===== config.mk =====
export PLATFORM = sky130hd
export DESIGN_NAME = if_stage
export DESIGN_NICKNAME = d
export VERILOG_FILES = /design/src/rtl/if_stage.sv
export SDC_FILE = /design/constraint.sdc
export NUM_CORES = 1
export LEC_CHECK = 0
export BUFFER_PORTS_ARGS = -buffer_cell sky130_fd_sc_hd__buf_4
export CORE_MARGIN = 5
export CORE_UTILIZATION = 45
export DETAILED_ROUTE_END_ITERATION = 8
export HOLD_SLACK_MARGIN = 0.1
export PLACE_DENSITY = 0.72
export REMOVE_ABC_BUFFERS = 1
export SYNTH_ARGS = -nofsm -noshare
export SYNTH_HDL_FRONTEND = slang
export SYNTH_SLANG_ARGS = --single-unit

===== constraint.sdc =====
create_clock -name clk -period 6.1 [get_ports clk]
set_input_delay 0.61 -clock clk [delete_from_list [all_inputs] [get_ports clk]]
set_output_delay 0.61 -clock clk [all_outputs]
set_load 0.02 [all_outputs]

===== src/rtl/if_stage.sv =====
// Instruction fetch stage: one bus access per instruction, with a hold
// buffer for stalled returns and a drain state for flushed accesses.
module if_stage #(
    parameter logic [29:0] RESET_VECTOR = 30'h0000_0000,
    parameter logic [31:0] NOP_INSN     = 32'h0000_0000
) (
    input  logic        clk,
    input  logic        reset,
    input  logic        Stall,
    input  logic        Flush,
    input  logic [29:0] NewPC,
    input  logic        BrTaken,
    input  logic [29:0] BrAddr,
    output logic        BusReq,
    output logic [29:0] BusAddr,
    input  logic        BusRdy,
    input  logic [31:0] BusRdData,
    output logic [29:0] IFPC,
    output logic [31:0] IFInsn,
    output logic        IFEn,
    output logic        IFBusy
);

    typedef enum logic [1:0] {
        IDLE    = 2'd0,
        FETCH   = 2'd1,
        HOLD    = 2'd2,
        DISCARD = 2'd3
    } state_e;

    state_e      state_q, state_d;
    logic [29:0] fpc_q, fpc_d;
    logic [29:0] ifpc_q, ifpc_d;
    logic [31:0] ifinsn_q, ifinsn_d;
    logic        ifen_q, ifen_d;
    logic [29:0] hpc_q, hpc_d;
    logic [31:0] hinsn_q, hinsn_d;
    logic        pend_vld_q, pend_vld_d;
    logic [29:0] pend_q, pend_d;
    logic [29:0] redir_q, redir_d;
    logic [29:0] nxt_pc;

    assign BusReq  = (state_q == FETCH) || (state_q == DISCARD);
    assign BusAddr = fpc_q;
    assign IFBusy  = BusReq && !BusRdy;
    assign IFPC    = ifpc_q;
    assign IFInsn  = ifinsn_q;
    assign IFEn    = ifen_q;

    // A same-cycle branch beats an older latched target
    assign nxt_pc = BrTaken    ? BrAddr :
                    pend_vld_q ? pend_q : fpc_q + 30'd1;

    always_comb begin
        state_d    = state_q;
        fpc_d      = fpc_q;
        ifpc_d     = ifpc_q;
        ifinsn_d   = ifinsn_q;
        ifen_d     = ifen_q;
        hpc_d      = hpc_q;
        hinsn_d    = hinsn_q;
        pend_vld_d = pend_vld_q;
        pend_d     = pend_q;
        redir_d    = redir_q;
        if (Flush) begin
            ifinsn_d   = NOP_INSN;
            ifen_d     = 1'b0;
            pend_vld_d = 1'b0;
            unique case (state_q)
                FETCH, DISCARD: begin
                    if (BusRdy) begin
                        state_d = FETCH;
                        fpc_d   = NewPC;
                    end else begin
                        // keep the old address on the bus until it drains
                        state_d = DISCARD;
                        redir_d = NewPC;
                    end
                end
                default: begin
                    state_d = FETCH;
                    fpc_d   = NewPC;
                end
            endcase
        end else begin
            unique case (state_q)
                IDLE: begin
                    state_d = FETCH;
                    if (BrTaken) fpc_d = BrAddr;
                end
                FETCH: begin
                    if (BusRdy) begin
                        fpc_d      = nxt_pc;
                        pend_vld_d = 1'b0;
                        if (Stall) begin
                            hpc_d   = fpc_q;
                            hinsn_d = BusRdData;
                            state_d = HOLD;
                        end else begin
                            ifpc_d   = fpc_q;
                            ifinsn_d = BusRdData;
                            ifen_d   = 1'b1;
                            state_d  = IDLE;
                        end
                    end else if (BrTaken) begin
                        pend_vld_d = 1'b1;
                        pend_d     = BrAddr;
                    end
                end
                HOLD: begin
                    if (BrTaken) fpc_d = BrAddr;
                    if (!Stall) begin
                        ifpc_d   = hpc_q;
                        ifinsn_d = hinsn_q;
                        ifen_d   = 1'b1;
                        state_d  = FETCH;
                    end
                end
                DISCARD: begin
                    if (BusRdy) begin
                        state_d = FETCH;
                        fpc_d   = redir_q;
                    end
                end
            endcase
        end
    end

    always_ff @(posedge clk or posedge reset) begin
        if (reset) begin
            state_q    <= IDLE;
            fpc_q      <= RESET_VECTOR;
            ifpc_q     <= 30'h0;
            ifinsn_q   <= NOP_INSN;
            ifen_q     <= 1'b0;
            hpc_q      <= 30'h0;
            hinsn_q    <= NOP_INSN;
            pend_vld_q <= 1'b0;
            pend_q     <= 30'h0;
            redir_q    <= 30'h0;
        end else begin
            state_q    <= state_d;
            fpc_q      <= fpc_d;
            ifpc_q     <= ifpc_d;
            ifinsn_q   <= ifinsn_d;
            ifen_q     <= ifen_d;
            hpc_q      <= hpc_d;
            hinsn_q    <= hinsn_d;
            pend_vld_q <= pend_vld_d;
            pend_q     <= pend_d;
            redir_q    <= redir_d;
        end
    end

endmodule


Word-level counts from Yosys, hierarchy flattened
Index checks and enable logic that the tools add are counted.
{ "classes": {"n_eq_ne": 12, "bitwise_logic": 2, "n_reduce_logical": 19, "mux": 34, "add_sub_neg": 1} }
{ "ops": {"columns": ["op", "count"], "rows": [
  ["30-bit 2-to-1 mux", 11],
  ["32-bit 2-to-1 mux", 4],
  ["30-bit case mux with 3 select lines", 1],
  ["32-bit case mux with 2 select lines", 1],
  ["30-bit case mux with 2 select lines", 1],
  ["30-bit by 1-bit adder with 30-bit output (second input constant)", 1],
  ["4-bit AND reduction", 4],
  ["3-bit != test (second input constant)", 5],
  ["2-bit 2-to-1 mux", 7],
  ["2-bit case mux with 4 select lines", 1],
  ["1-bit 2-to-1 mux", 7],
  ["2-bit != test (second input constant)", 3],
  ["3-bit AND reduction", 2],
  ["3-bit nonzero test", 2],
  ["5-bit AND reduction", 1],
  ["2-bit == test (second input constant)", 2],
  ["2-bit AND reduction", 2],
  ["2-bit nonzero test", 2],
  ["2-bit OR reduction", 2],
  ["3-bit by 1-bit != test with 1-bit output (second input constant)", 1],
  ["2-bit by 1-bit == test with 1-bit output (second input constant)", 1],
  ["2-bit logical NOT", 1],
  ["1-bit NOT", 2],
  ["1-bit case mux with 2 select lines", 1],
  ["3 further kinds", 3]
]} }
{ "word_totals": {"word_cells": 78, "out_inout_bits": 95, "register_bits": 218, "inputBits": 98} }

Logic depth before layout (Yosys ltp)
{ "depth": {"depth_word": 6, "depth_mapped": 9, "ltp_nobuf": 6} }

Worst setup path after synthesis
Ideal clock, no wire load.
{ "synth_path": {"path_type": "reg2reg", "startpoint": "register fpc_q[7], in the netlist BusAddr[7]", "endpoint": "register fpc_q[19], in the netlist BusAddr[19]", "stages_incl_launch_ff": 8, "synth_period_minus_slack_ns": 2.263, "required_time_ns": 6.036, "setup_slack_ns": 3.837, "setup_ns": 0.064, "arrival_ns": 2.199, "n_path_buf": 2, "path_cell_list": "dfrtp_1 buf_2 nand4_4 or4_1 buf_2 or4_1 a31oi_1 a21o_1"} }
{ "synth_via": {"elab_chain_cells": 6} }
{ "synth_rtl": {"columns": ["element", "line_no", "text"], "rows": [
  ["start, declared", "32", "logic [29:0] fpc_q, fpc_d;"],
  ["start signal, assigned", "143", "fpc_q <= fpc_d;"],
  ["30-bit by 1-bit adder with 30-bit output", "52", "pend_vld_q ? pend_q : fpc_q + 30'd1;"],
  ["30-bit 2-to-1 mux", "52", null],
  ["30-bit 2-to-1 mux", "51", "assign nxt_pc = BrTaken ? BrAddr :"],
  ["30-bit 2-to-1 mux", "92", "if (BusRdy) begin"],
  ["30-bit case mux with 3 select lines", "86", "unique case (state_q)"],
  ["30-bit 2-to-1 mux", "65", "if (Flush) begin"]
]} }
Every way passes these cells. The select of a mux whose other input is x is not followed.
A chain may end at the register's enable or synchronous reset.

Worst setup path after layout
{ "layout_path": {"startpoint": "register state_q[1]", "endpoint": "register ifpc_q[14], in the netlist IFPC[14]"} }
{ "layout_via": {"elab_chain_cells": 3, "word_cells_on_any_way": 8, "cone_classes": "5 x eq/ne; 1 x mux; 2 x reduce/logical"} }
{ "layout_rtl": {"columns": ["element", "line_no", "text"], "rows": [
  ["start, declared", "31", "state_e state_q, state_d;"],
  ["start signal, assigned", "142", "state_q <= state_d;"],
  ["2-bit by 1-bit == test with 1-bit output or 2-bit == test (tied branches)", "86", null],
  ["2-bit != test (no source line) or 2-bit nonzero test (tied branches)", null, null],
  ["5-bit AND reduction (no source line)", null, null],
  ["end signal, assigned", "144", "ifpc_q <= ifpc_d;"],
  ["end, declared", "33", "logic [29:0] ifpc_q, ifpc_d;"]
]} }
Several ways; a longest one is shown, not always the timed one.

==> impl_metrics.py <==
metrics = {
    "logic_synthesis": {
        "synth.distinct_cells": 63,
        "synth_top_area_cell": "dfrtp_1",
        "synth_top_family_by_area": "multiplexers",
        "synth_edf_count": 0,
        "ys_seq_elements": 218,
        "synthAdderAreaFrac": 0.00116,
        "synth-main-ff-cell": "dfrtp_1",
        "synthTopCellsByArea": "dfrtp_1 (51%), mux2_2 (12%), mux2i_1 (5.4%)",
        "muxShareOfSynthArea": 0.178,
        "syn_area_sq_mm": 0.0108,
        "synth-xor-area-share": 0.00730,
        "synth_top_cell_area_share": 0.505,
        "yosys_warnings": 0,
        "synth.avg_cell_area_sq_um": 10.8,
        "synth_compound_area_frac": 0.158,
        "yosysSeqAreaShare": 0.505,
        "synthSimpleGateAreaFrac": 0.109,
        "async_reset_ff_frac": 1.00,
        "synthCells": 1004,
    },
    "timing": {
        "max_freq_mhz": 306,
        "finalHoldViolCount": 0,
        "min_period_ns": 3.27,
        "min_period_over_period": 0.536,
        "setup_viol": 0,
        "max_slew_margin": 0.168,
        "tightest_slew_ns": 1.24,
        "whs_ns": 0.248,
        "skew_ns": 0.0180,
        "slew_viol_final": 0,
        "grt_setup_unrepaired": "false",
    },
    "layout": {
        "utilization": 0.560,
        "nets": 1248,
        "drive_gt1_frac": 0.323,
        "area_growth_syn_to_layout_pct": 22.2,
        "insertedDiodeCount": 0,
    },
    "clock_tree": {
        "cts_setup_buffers": 0,
        "cts_resized": 0,
        "cts_tree": "done",
        "root_buffer": "clkbuf_16",
        "numCtsBuffers": 24,
        "clock_sinks": 218,
        "hold_buffers": 0,
        "clk_path_buf_depth": 3,
        "path_clk_slew_ns": 0.06,
        "h-tree-depth": 1,
        "clkLatencyLatePin_ns": 0.53,
    },
    "detailed_routing": {
        "routed_wl_um": 30500,
        "drtAntennaViolNets": 0,
        "wl_per_cell_um": 20.6,
        "first_iter_violations": 788,
        "via_per_inst": 5.82,
        "via_count": 8638,
        "drt-pass1-iter-count": 5,
        "drc": 0,
    },
    "place": {
        "routabilityCongestion": 0.829,
        "dpl.hpwl_um": 20300,
        "io_buffers": 192,
    },
    "power_and_ir_drop": {
        "peakVddDrop_mv": 0.224,
        "p_leak_uw": 0.00599,
        "total_power_uw": 5000,
        "p_per_area_mw_per_mm2": 379,
    },
    "die": {
        "die_area_sq_mm": 0.0272,
        "pin_count": 193,
        "die_h_um": 165,
        "core_area_sq_mm": 0.0235,
        "start_util": 0.459,
        "rows": 56,
        "fp.dieW_um": 165,
    },
    "grt": {
        "grt_max_degree": 148,
        "grt_pass1_wl_um": 47900,
        "track_usage": 0.222,
        "grt_pass1_vias": 8729,
        "antenna_found_initial": 0,
        "grt-ovfl-total": 0,
    },
    "critical_path": {
        "worst_ep_required_time_ns": 6.55,
        "critical_path_class": "flop to flop",
        "critPathArrivalTime_ns": 3.72,
        "end_kind": "flop",
        "cp_max_fo": 66,
        "cp-start-kind": "flop",
    },
    "outcome": {
        "status": "finished clean",
    },
    "run": {
        "maxCapViolCount": 0,
    },
    "min_path": {
        "min-delay-path-class": "input port to asynchronous set/reset pin",
    },
}
## metal layers
layer / part of all wire / global-route usage / up-vias / wire length, um
met1: 0.43 / 0.304 / 4207 / 13200
met2: 0.47 / 0.359 / 377 / 14200
met5: 0 / 0 / - / 0
li1: - / - / 3995 / -
met4: 0.021 / 0.0601 / 0 / 650
met3: 0.080 / 0.0454 / 59 / 2460
## final timing paths
| check | start | end | slack [ns] | depth (start not counted) |
|---|---|---|---|---|
| max | state_q[1]$_DFFE_PP0P_ | IFPC[14]$_DFFE_PP0P_ | 2.83 | 7 |
| max reg2reg | state_q[1]$_DFFE_PP0P_ | IFPC[14]$_DFFE_PP0P_ | 2.83 | 7 |
| max in group asynchronous | reset | IFInsn[28]$_DFFE_PP0P_ | 4.40 | 3 |
| min reg2reg | redir_q[25]$_DFFE_PP0P_ | redir_q[25]$_DFFE_PP0P_ | 0.49 | 2 |
| min | reset | IFPC[15]$_DFFE_PP0P_ | 0.25 | 2 |
| min in group clk | NewPC[12] | redir_q[12]$_DFFE_PP0P_ | 0.32 | 2 |
## registers in the layout, indices dropped and copies added (netlist names)
| signal | count |
|---|---|
| pend_q | 30 |
| IFInsn | 32 |
| hinsn_q | 32 |
| redir_q | 30 |
| pend_vld_q | 1 |
| hpc_q | 30 |
| state_q | 2 |
| IFEn | 1 |
| BusAddr | 30 |
| IFPC | 30 |
## critical path, stage by stage, from the launching register on
cell and delay [ns]:
dfrtp_1 0.32, buf_4 0.34, nand2b_4 0.43, a21oi_4 0.26, buf_4 0.52, and2_2 1.00
nor2_1 0.10, a21oi_1 0.16
## report_power, final
group          internal [uW]  leakage, uW  switching [uW]
Clock                    893     0.000402             588
Combinational            647      0.00298             703
Sequential              1860      0.00261             315
Total                   3400      0.00599            1610
## placed cells by master (no fill, tap or decap), drive strengths merged, types with 21 or more instances in the layout
cell	n
dfrtp	218
buf	203
mux2	119
nor2	103
a21oi	63
mux2i	58
o21ai	49
a211oi	37
clkbuf	35
nand2	33
nor3	21
nand3	21
## synthesized netlist by cell type, types with 6 or more instances
| cell type | instances |
|---|---|
| a211oi_1 | 37 |
| a21o_1 | 9 |
| a21oi_1 | 63 |
| a221oi_1 | 18 |
| a31oi_1 | 11 |
| buf_1 | 13 |
| buf_2 | 7 |
| buf_4 | 6 |
| clkbuf_1 | 53 |
| dfrtp_1 | 218 |
| inv_1 | 17 |
| mux2_2 | 119 |
| mux2i_1 | 58 |
| nand2_1 | 33 |
| nand2b_1 | 13 |
| nand3_1 | 21 |
| nand4_1 | 8 |
| nor2_1 | 103 |
| nor3_1 | 21 |
| nor4_1 | 12 |
| o211ai_1 | 10 |
| o21ai_0 | 49 |
| xnor2_1 | 6 |
## logic make-up after synthesis
family,after synthesis
AOI/OAI and AO/OA,255
and+or+nand+nor,242
DFF,218
muxes,177
buffers and inverters,102
xor gates and xnor gates,9
adders and majority gates,1
## through the flow
stage | area, sq um | std cells | setup TNS [ns] | setup slack [ns]
global placement | 12400 | 1442 | 0 | 2.84
floorplan | 10400 | 920 | -128.75 | -0.845
CTS | 13200 | 1485 | 0 | 2.82
global route | 13200 | 1485 | 0 | 2.48
finish | 13200 | 1485 | 0 | 2.83
detailed placement | 12400 | 1442 | 0 | 2.75
## area by class of cell
| type | count | area [sq um] |
|---|---|---|
| clock buffers | 35 | 712 |
| well taps | 319 | 399 |
| multi-input cells | 684 | 4920 |
| flip-flops and latches | 218 | 5460 |
| fillers | 2082 | 10400 |
| clock inverters | 8 | 104 |
| repair buffers | 203 | 1520 |
| inverters | 18 | 75.1 |
No activity file was read; power rests on OpenSTA's default activity.
